$ cat src/rtl/seq_fifo_ctrl_8x8b.sv
// -----------------------------------------------------------------------------
// seq_fifo_ctrl_8x8b
//
// Control stage that turns an external 8-entry x 8-bit register file (one
// write port, one combinational read port) into a FIFO with valid/ready
// handshakes on both sides. The block owns only the pointers and the
// occupancy count. The entry storage lives in the register file.
//
// Ports
//   clk             clock, all state updates on the rising edge
//   reset           synchronous, active-high reset
//   enq_val/enq_rdy/enq_msg   enqueue handshake and 8-bit entry data
//   deq_val/deq_rdy/deq_msg   dequeue handshake and head entry data
//   count           occupancy, 0..8
//   mem_write_en/addr/data    register-file write port
//   mem_read_addr   register-file read address (head slot)
//   mem_read_data   register-file combinational read data
// -----------------------------------------------------------------------------
module seq_fifo_ctrl_8x8b (
  input  logic       clk,
  input  logic       reset,
  input  logic       enq_val,
  output logic       enq_rdy,
  input  logic [7:0] enq_msg,
  output logic       deq_val,
  input  logic       deq_rdy,
  output logic [7:0] deq_msg,
  output logic [3:0] count,
  output logic       mem_write_en,
  output logic [2:0] mem_write_addr,
  output logic [7:0] mem_write_data,
  output logic [2:0] mem_read_addr,
  input  logic [7:0] mem_read_data
);

  logic [2:0] wr_ptr;
  logic [2:0] rd_ptr;
  logic       empty;
  logic       full;
  logic       enq_go;
  logic       deq_go;

  // Flags depend only on the occupancy count.
  assign empty = (count == 4'd0);
  assign full  = (count == 4'd8);

  // The handshake outputs come from state alone. Neither one looks at
  // enq_val or deq_rdy, so the block adds no combinational path from input
  // to output across the handshake. As a result a full queue refuses an
  // enqueue even when a dequeue happens in the same cycle.
  assign enq_rdy = !full;
  assign deq_val = !empty;

  assign enq_go = enq_val & enq_rdy;
  assign deq_go = deq_val & deq_rdy;

  // Register-file drive. The write commits at the clock edge. The read is
  // combinational from rd_ptr, so an entry written in cycle N shows up on
  // deq_msg in cycle N+1 at the earliest.
  assign mem_write_en   = enq_go;
  assign mem_write_addr = wr_ptr;
  assign mem_write_data = enq_msg;
  assign mem_read_addr  = rd_ptr;
  assign deq_msg        = mem_read_data;

  // NOTE: the register file stores the entries, so reset clears only the
  // pointers and the count. Stale contents are harmless because no entry
  // is ever read before it has been written again.
  // NOTE: sequential state uses non-blocking assignments. Every register
  // then samples values from before the edge, whatever the statement order.
  always_ff @(posedge clk) begin
    if (reset) begin
      wr_ptr <= 3'd0;
      rd_ptr <= 3'd0;
      count  <= 4'd0;
    end else begin
      // The 3-bit pointers wrap from 7 to 0 on their own.
      if (enq_go) wr_ptr <= wr_ptr + 3'd1;
      if (deq_go) rd_ptr <= rd_ptr + 3'd1;

      // When enqueue and dequeue both happen, the count holds. This can
      // only occur when 0 < count < 8, so the write slot and the read slot
      // always differ.
      case ({enq_go, deq_go})
        2'b10:   count <= count + 4'd1;
        2'b01:   count <= count - 4'd1;
        default: count <= count;
      endcase
    end
  end

endmodule

$ cat config.mk
export PLATFORM = sky130hd
export DESIGN_NAME = seq_fifo_ctrl_8x8b
export DESIGN_NICKNAME = d
export VERILOG_FILES = /design/src/rtl/seq_fifo_ctrl_8x8b.sv
export SDC_FILE = /design/constraint.sdc
export NUM_CORES = 1
export LEC_CHECK = 0
export ABC_AREA = 0
export CAP_MARGIN = 20
export CORE_MARGIN = 1
export CORE_UTILIZATION = 23
export DETAILED_ROUTE_END_ITERATION = 10
export GPL_TIMING_DRIVEN = 0
export PLACE_DENSITY = 0.66
export SETUP_SLACK_MARGIN = 0.15
export SLEW_MARGIN = 20
export SYNTH_ARGS = -nofsm -noshare
export SYNTH_HDL_FRONTEND = slang
export SYNTH_SLANG_ARGS = --single-unit
$ cat constraint.sdc
create_clock -name clk -period 3 [get_ports clk]
set_input_delay 0.3 -clock clk [delete_from_list [all_inputs] [get_ports clk]]
set_output_delay 0.3 -clock clk [all_outputs]
set_load 0.005 [all_outputs]
==> impl_metrics.env <==
export IMPL_gr_usage_all_layers_pct=9.49
export IMPL_start_kind="register"
export IMPL_finalHoldViolCount=0
export IMPL_endpoint="count[3]$_SDFFE_PP0P_"
export IMPL_cts_path_max_buffers=2
export IMPL_wirelength_um=1310
export IMPL_max_slew_margin_pct=72.3
export IMPL_drt_iter0_markers=6
export IMPL_postSynthCellCount=74
export IMPL_required_ns=3.19
export IMPL_drc_errors=0
export IMPL_max_stage_delay_ns=0.59
export IMPL_setup_viol=0
export IMPL_reg2reg_depth=9
export IMPL_ys_top_cells_by_count="buf_4, dfxtp_1, nor2_1, a21oi_1, xor2_1"
export IMPL_dpl_hpwl_um=1050
export IMPL_synth_avg_cell_area_sq_um=8.69
export IMPL_holdCritPathClass="input port to register"
export IMPL_worstSetupPathType="register to register"
export IMPL_ioPinCount=49
export IMPL_grt_ovfl_total=0
export IMPL_grt_pass1_wl_um=2000
export IMPL_die_area_sq_um=3010
export IMPL_cts_sinks=10
export IMPL_ys_top_cells_by_area="dfxtp_1, buf_4, ha_1"
export IMPL_fill_cells=268
export IMPL_synth_area_sq_um=643
export IMPL_final_nets=136
export IMPL_syn_num_nets=100
export IMPL_numCtsBuffers=3
export IMPL_finalNonFillerCells=138
export IMPL_portBuffers=31
export IMPL_via_per_inst=4.38
export IMPL_grt_pass1_vias=491
export IMPL_fin_hold_ws_ns=0.413
export IMPL_clkLatencyLatePin_ns=0.26
export IMPL_r2r_end="count[3]$_SDFFE_PP0P_"
export IMPL_drive_gt1_share_pct=22.2
export IMPL_synth_cell_types=18
export IMPL_coreArea_sq_um=2570
export IMPL_area_growth_pct=58.2
export IMPL_finalWeightedCongestion=0.661
export IMPL_vias=604
export IMPL_fin_setup_tns_ns=0
export IMPL_h_tree_depth=1
export IMPL_cts_resized=0
export IMPL_yosysMostFrequentCell="buf_4"
export IMPL_async_reset_ff_share_pct=0
export IMPL_critPathArrivalTime_ns=2.80
export IMPL_tightest_slew_ns=0.415
export IMPL_clkTransAtPathRegs_ns=0.06
export IMPL_timing_fmax_mhz=383
export IMPL_ctsRootBufferMaster="clkbuf_4"
export IMPL_yosys_area_top_type_share_pct=31.1
export IMPL_ys_warn_count=0
export IMPL_dr_pass1_iters=4
export IMPL_path_cells="or4_4, nand2_2, inv_1, ha_1, ha_1, a21oi_2, a21oi_1, or4_1, a21oi_1"
export IMPL_slew_viol_final=0
export IMPL_totalPowerFinal_w=0.000644
export IMPL_end_kind="register"
export IMPL_synth_edf_count=0
export IMPL_yosysTopAreaCell="dfxtp_1"
export IMPL_cp_max_fo=6
export IMPL_tritoncts="built"
export IMPL_rrSetupSlack_ns=0.39
export IMPL_drv_cap=0
export IMPL_crit_start="count[0]$_SDFFE_PP0P_"
export IMPL_period_share_pct=87.0
export IMPL_antenna_found_initial=0
export IMPL_ant_nets=0
export IMPL_antennaDiodeCount=0
export IMPL_start_util_pct=25.0
export IMPL_synth_ff_type="dfxtp_1"
export IMPL_cp_depth=9
export IMPL_dp_cells=135
export IMPL_regToRegStartpoint="count[0]$_SDFFE_PP0P_"
export IMPL_yosysSeqAreaShare_pct=31.1
export IMPL_crit_path_top_delay_cell="or4_4"
export IMPL_rows=18
export IMPL_p_leak_nw=0.440
export IMPL_power_density_nw_per_um2=633
export IMPL_worst_path_buf_inv=1
export IMPL_grt_max_degree=11
export IMPL_cts_setup_buffers=0
export IMPL_rsz0062_at_grt="false"
export IMPL_status="finished, final reports clean"
export IMPL_cp_top_family="simple AND/OR/NAND/NOR gates"
export IMPL_wl_per_cell_um=9.50
export IMPL_ctsHoldBuffers=0
export IMPL_skew_ns=0.00289
export IMPL_synth_seq_cells=10
export IMPL_fp_dieH_um=54.9
export IMPL_ir_drop_uv=370
export IMPL_die_w_um=54.9
export IMPL_min_period_ns=2.61
## worst min path at each step
stage	start	to	slack, ns	depth (start not counted)
after floorplan	deq_rdy	mem_read_addr[1]$_SDFFE_PP0P_	0.46	2
after global placement	mem_read_addr[1]$_SDFFE_PP0P_	mem_read_addr[1]$_SDFFE_PP0P_	0.47	2
after detailed placement	mem_read_addr[1]$_SDFFE_PP0P_	mem_read_addr[1]$_SDFFE_PP0P_	0.47	2
after CTS	reset	mem_write_addr[0]$_SDFFE_PP0P_	0.40	2
after global routing	reset	count[0]$_SDFFE_PP0P_	0.45	2
final	reset	mem_write_addr[0]$_SDFFE_PP0P_	0.41	2
## cell families (layout without fill, tap and decap cells)
logic type,count (synthesis),count (layout),synth area share [%]
XOR/XNOR,6,6,8.17
AND/OR/NAND/NOR,22,22,19.1
adder cells (fa/ha/maj),6,6,12.8
flip-flops,10,10,31.1
AO/OA/AOI/OAI,8,8,6.61
buffers and inverters,22,56,22.2
## through the flow
| stage | instance area, sq um | setup slack (ns) | utilization, % |
|---|---|---|---|
| after floorplan | 643 | 0.525 | - |
| after global routing | 1020 | 0.152 | 39.6 |
| after CTS | 1010 | 0.347 | 39.5 |
| after detailed placement | 991 | 0.370 | 38.6 |
| final | 1020 | 0.391 | 39.6 |
| after global placement | 991 | 0.418 | 38.6 |
## per-layer routing
| layer | GRT usage (%) | routed length, um | vias up |
|---|---|---|---|
| met5 | 0 | 0 | - |
| met4 | 2.56 | 4 | 0 |
| met3 | 4.17 | 178 | 2 |
| met2 | 15.1 | 569 | 40 |
| met1 | 11.5 | 559 | 266 |
| li1 | - | - | 296 |
## layout by cell type (no fill, tap or decap), types with 2 or more instances in the layout
| master | n |
|---|---|
| a21oi_1 | 6 |
| buf_4 | 16 |
| clkbuf_4 | 3 |
| clkdlybuf4s50_1 | 31 |
| dfxtp_1 | 10 |
| ha_1 | 5 |
| inv_1 | 5 |
| nand2_1 | 2 |
| nand3_1 | 5 |
| nor2_1 | 9 |
| xor2_1 | 6 |
## state kept, by name (all words and copies together), names as in the netlist
name,cells
count,4
mem_read_addr,3
mem_write_addr,3
## power breakdown
part           internal (W)  switching (W)  total [W]
clock             0.0000460      0.0000403  0.0000863
combinational      0.000205       0.000144   0.000349
sequential         0.000167      0.0000420   0.000209
total              0.000418       0.000226   0.000644
## worst reg2reg max path: stages (launching register included)
cell     delay, ns
dfxtp_1       0.37
or4_4         0.59
nand2_2       0.11
inv_1         0.05
ha_1          0.21
ha_1          0.34
a21oi_2       0.17
a21oi_1       0.09
or4_1         0.46
a21oi_1       0.14
## layout make-up
cell class | count | area (sq um) | share of cell area, %
buffer | 17 | 124 | 12.2
clock buffer | 3 | 22.5 | 2.21
inverter | 5 | 18.8 | 1.85
multi-input combinational | 42 | 304 | 29.9
sequential | 10 | 200 | 19.7
tap | 30 | 37.5 | 3.69
timing repair buffer | 31 | 310 | 30.5
Note: power is estimated with default switching activity, not from simulation.
==> RTL change 1, RTL diff (same settings) <==
Reset style: asynchronous (`reset`), changed in one clocked block. Comments in the files are not updated.
--- a/src/rtl/seq_fifo_ctrl_8x8b.sv
+++ b/src/rtl/seq_fifo_ctrl_8x8b.sv
@@ -68,7 +68,7 @@
   // is ever read before it has been written again.
   // NOTE: sequential state uses non-blocking assignments. Every register
   // then samples values from before the edge, whatever the statement order.
-  always_ff @(posedge clk) begin
+  always_ff @(posedge clk or posedge reset) begin
     if (reset) begin
       wr_ptr <= 3'd0;
       rd_ptr <= 3'd0;
Check against the original RTL: differs if reset is asserted again (counterexample within 4 cycles, from zero or initial values and one cycle with reset high); with reset held inactive, the same outputs for 10 cycles.
==> RTL change 1 against the unedited design <==
  * Hold slack lost 91 ps
  * Routed wire length grew 9.2%
  * Die area up 12%
  * Sequential power grew 40%
  * Design area grew 10%
  * Fmax decreased by 2.4%
  * Sequential cell count did not move
  * Synthesized area increased by 12%
  * Non-clock buffer count rose by 1
  * Synthesized cell count down 6.8%
  * Power grew 39%
  * Worst setup slack got worse by 64 ps
  * Critical path type unchanged
  * Highest routed layer is now met3
==> RTL change 1: results (changes against the unedited design) <==
Status
  • Status: complete, no violations

Final layout
  • Final std cells w/o fill: 146 (+5.8%)
  • Share of post-route cells with drive strength above 1: 26.9% (+4.7 points)
  • FILL cells: 291 (+8.6%)
  • Nets: 132 (-2.9%)

Placed design
  • Setup slack at placement: 250 ps (-120 ps)
  • Area after DPL: 0.00110 mm² (+11%)
  • Buffers on Ports: 32 (+3.2%)
  • Routability cong.: 0.734 (+11%)
  • Placed insts: 143 (+5.9%)
  • Final HPWL DP: 1180 µm (+13%)

Logic synthesis
  • Register area share after synthesis: 34.6% (+3.5 points)
  • Mean Syn Cell Area: 10.5 µm² (+21%)
  • Syn_nets: 95 (-5.0%)
  • Top cells by area, synth: dfrtp_1, buf_4, ha_1
  • Netlist cell types: 26 (+8)
  • Synth cell count leaders: buf_4, dfrtp_1, inv_1

Pwr
  • PD cells: 796 mW/mm² (+26%)
  • P_seq: 292 µW (+40%)
  • Internal Power: 580 µW (+39%)
  • Peak VDD IR: 0.000256 V (-31%)
  • Leakage: 0.489 nW (+11%)
  • Combinational Power Share: 57.8% (+3.7 points)

Critical path
  • Maximum fanout along the worst path: 9 (+3)
  • Launching point of the worst reg2reg path: count[0]$_DFFE_PP0P_
  • Slowest cell on the critical path: or4b_4
  • Flop2flop setup slack: 330 ps (-60 ps)
  • Depth of the most critical reg-to-reg path: 7 (-2)

Global route
  • First-pass GRT wire length: 2370 µm (+18%)
  • GRT met2 Usage: 14.9% (-0.12 points)
  • Met1 usage: 10.7% (-0.77 points)
  • Met3 Use GR: 2.23% (-1.9 points)
  • Vias in the first global route: 609 (+24%)
  • GRT Util Overall: 9.15% (-0.34 points)

Detailed routing
  • Met1 wire length: 666 µm (+19%)
  • Vias per inst: 4.14 (-5.3%)
  • Max Used Layer: met3
  • Total Wirelength: 1430 µm (+9.2%)
  • WL met3: 105 µm (-41%)
  • Initial drt markers: 11 (+5)
  • Pre-antenna DRT Iters: 6 (+2)

Timing
  • Hold slack: 322 ps (-91.2 ps)
  • Worst Max-Slew Pin Slew: 366 ps (-49.5 ps)

Hold path
  • Worst hold path type: primary input to async pin

CTS
  • Worst skew pair latency: 250 ps
[RTL change 1: changes by cell type in the layout (fill, tap and decap cells not counted), sizes merged, moves of 2 or more]
| cell | delta |
|---|---|
| nor3b | +2 |
| a21oi | -5 |
| dfxtp | -10 |
| nor2 | -8 |
| mux2 | +3 |
| nand3 | -2 |
| xnor2 | +5 |
| dfrtp | +10 |
| xor2 | -5 |
| inv | +2 |
[RTL change 1: cells by family after synthesis]
kind of cell | Yosys count | share of synthesized area, %
buffers and inverters | 24 | 20.9
DFF | 10 | 34.6
muxes | 4 | 6.57
AOI/OAI and AO/OA | 6 | 5.88
and+or+nand+nor | 13 | 13.3
adders and majority gates | 6 | 11.4
xor gates and xnor gates | 6 | 7.27
[RTL change 1: layout make-up]
class	instances	area (µm²)	share of cell area, %
tap	42	52.6	4.69
buffer	17	125	11.2
clock buffer	3	22.5	2.01
sequential	10	250	22.3
timing repair buffer	32	320	28.6
multi-input combinational	35	324	28.9
inverter	7	26.3	2.34
[RTL change 1: worst max path at each step]
| stage | slack [ps] | depth (start not counted) | to | from |
|---|---|---|---|---|
| CTS | 240 | 7 | count[3]$_DFFE_PP0P_ | count[0]$_DFFE_PP0P_ |
| floorplan | 480 | 8 | count[3]$_DFFE_PP0P_ | count[0]$_DFFE_PP0P_ |
| detailed placement | 250 | 7 | count[3]$_DFFE_PP0P_ | count[0]$_DFFE_PP0P_ |
| global route | 230 | 8 | count[3]$_DFFE_PP0P_ | count[3]$_DFFE_PP0P_ |
| global placement | 330 | 8 | count[3]$_DFFE_PP0P_ | count[0]$_DFFE_PP0P_ |
| finish | 330 | 7 | count[3]$_DFFE_PP0P_ | count[0]$_DFFE_PP0P_ |
==> RTL change 2, RTL diff (config.mk and constraints unchanged) <==
Without the edit above. Put one more register stage on the output `count`, cleared by the reset. The value now appears one clock later. The other outputs are not delayed to match.
--- a/src/rtl/seq_fifo_ctrl_8x8b.sv
+++ b/src/rtl/seq_fifo_ctrl_8x8b.sv
@@ -33,6 +33,8 @@
   input  logic [7:0] mem_read_data
 );
 
+  logic [3:0] count_s0;
+
   logic [2:0] wr_ptr;
   logic [2:0] rd_ptr;
   logic       empty;
@@ -41,8 +43,8 @@
   logic       deq_go;
 
   // Flags depend only on the occupancy count.
-  assign empty = (count == 4'd0);
-  assign full  = (count == 4'd8);
+  assign empty = (count_s0 == 4'd0);
+  assign full  = (count_s0 == 4'd8);
 
   // The handshake outputs come from state alone. Neither one looks at
   // enq_val or deq_rdy, so the block adds no combinational path from input
@@ -72,7 +74,7 @@
     if (reset) begin
       wr_ptr <= 3'd0;
       rd_ptr <= 3'd0;
-      count  <= 4'd0;
+      count_s0 <= 4'd0;
     end else begin
       // The 3-bit pointers wrap from 7 to 0 on their own.
       if (enq_go) wr_ptr <= wr_ptr + 3'd1;
@@ -82,10 +84,18 @@
       // only occur when 0 < count < 8, so the write slot and the read slot
       // always differ.
       case ({enq_go, deq_go})
-        2'b10:   count <= count + 4'd1;
-        2'b01:   count <= count - 4'd1;
-        default: count <= count;
+        2'b10:   count_s0 <= count_s0 + 4'd1;
+        2'b01:   count_s0 <= count_s0 - 4'd1;
+        default: count_s0 <= count_s0;
       endcase
+    end
+  end
+
+  always_ff @(posedge clk) begin
+    if (reset) begin
+      count <= '0;
+    end else begin
+      count <= count_s0;
     end
   end
 
Check against the original RTL: not equivalent (a bounded check fails within 4 cycles, from zero or initial values and one cycle with reset high).
==> RTL change 2 against the unedited design <==
  * Sequential power rose by 27%
  * Power rose by 10%
  * Sequential share of layout area rose by 4.4 points
  * Worst setup slack got worse by 34 ps
  * Via count rose by 6.5%
  * Final cell count rose by 17%
  * Sequential cell count rose by 4
  * Design area rose by 15%
  * Clock power rose by 15%
  * Synthesized area rose by 19%
  * Fmax fell by 1.3%
  * Largest cell class unchanged
  * Routed wire length rose by 12%
  * Non-clock buffer count rose by 2
  * Count of clock-buffer cells in the layout did not move
==> RTL change 2: results (changes against the unedited design) <==
Pwr
  • Leakage: 0.512 nW (+17%)
  • Peak VDD IR: 0.000121 V (-67%)
  • Clock power frac: 14.0% (+0.6 points)
  • Internal Power: 475 µW (+14%)
  • Flop pwr share: 37.2% (+4.7 points)
  • Sw Ratio: 33.2% (-1.9 points)

Detailed routing
  • Vias per inst: 3.97 (-9.3%)
  • WL met3: 122 µm (-31%)
  • Total Wirelength: 1460 µm (+12%)
  • Met1 wire length: 588 µm (+5.2%)
  • WL met2: 753 µm (+32%)
  • Initial drt markers: 13 (+7)
  • Max Used Layer: met3

Placed design
  • Final HPWL DP: 1240 µm (+18%)
  • Area after DPL: 0.00114 mm² (+15%)
  • Setup slack at placement: 356 ps (-14.0 ps)
  • Routability cong.: 0.719 (+8.9%)
  • Buffers on Ports: 32 (+3.2%)

Critical path
  • Maximum fanout along the worst path: 5 (-1)
  • Critical path arrival: 2810 ps (about the same)

CTS
  • Clock-pin slew on the worst setup and hold paths: 80 ps (+20 ps)

Final layout
  • Final std cells w/o fill: 162 (+17%)
  • Share of post-route cells with drive strength above 1: 23.7% (+1.5 points)
  • Nets: 146 (+7.4%)

Hold path
  • Worst hold path type: flop to flop

Logic synthesis
  • Synth cell count leaders: buf_4, dfxtp_1, nor2_1
  • Netlist cell types: 22 (+4)
  • Cells after synthesis: 83 (+12%)
  • Register area share after synthesis: 36.5% (+5.4 points)
  • Top cells by area, synth: dfxtp_1, buf_4, ha_1

Global route
  • First-pass GRT wire length: 2270 µm (+13%)
  • GRT Util Overall: 8.53% (-0.97 points)
  • Vias in the first global route: 601 (+22%)
  • Met1 usage: 8.54% (-3.0 points)
  • Met3 Use GR: 2.60% (-1.6 points)

Timing
  • Skew final: 1.59 ps (-1.30 ps)
  • Worst Max-Slew Pin Slew: 291 ps (-124 ps)

Status
  • Status: complete, no violations
## RTL change 2: cell count changes after synthesis, moves of 2 or more
cell | unedited run | this run
nor2_1 | 9 | 14
dfxtp_1 | 10 | 14
nor2b_1 | 0 | 2
nand3_1 | 5 | 3
a21oi_1 | 7 | 4
## RTL change 2: path summary, 6_finish.rpt
check,from,endpoint,slack (ps),cells after the start
worst min-delay path,mem_read_addr[1]$_SDFFE_PP0P_,mem_read_addr[1]$_SDFFE_PP0P_,480,2
worst max-delay path,count_s0[2]$_SDFFE_PP0P_,count_s0[3]$_SDFFE_PP0P_,360,9
worst max register to register,count_s0[2]$_SDFFE_PP0P_,count_s0[3]$_SDFFE_PP0P_,360,9
worst min register to register,mem_read_addr[1]$_SDFFE_PP0P_,mem_read_addr[1]$_SDFFE_PP0P_,480,2
## RTL change 2: cell type report
class / count / area, µm²
repair buffers: 32 / 320
flip-flops and latches: 14 / 280
well taps: 44 / 55.1
multi-input cells: 46 / 334
inverters: 5 / 18.8
fillers: 339 / 1940
clock buffers: 3 / 22.5
plain buffers: 18 / 135
## RTL change 2: kinds of logic (layout without fill, tap and decap cells)
| family | count (synthesis) | in the layout | share of synthesized area (%) |
|---|---|---|---|
| simple gates | 26 | 26 | 18.2 |
| compound gates | 6 | 6 | 4.89 |
| xor+xnor | 6 | 6 | 6.84 |
| buf+inv | 23 | 58 | 20.0 |
| flops | 14 | 14 | 36.5 |
| mux | 2 | 2 | 2.77 |
| fa+ha+maj | 6 | 6 | 10.7 |
## RTL change 2: worst max-delay path, cell delays in order (launching register included)
cell,delay [ps]
dfxtp_1,350
or4_4,580
nand2_2,110
inv_1,50
ha_1,230
ha_1,290
a21o_2,210
a21oi_1,170
mux2i_1,220
mux2_2,350
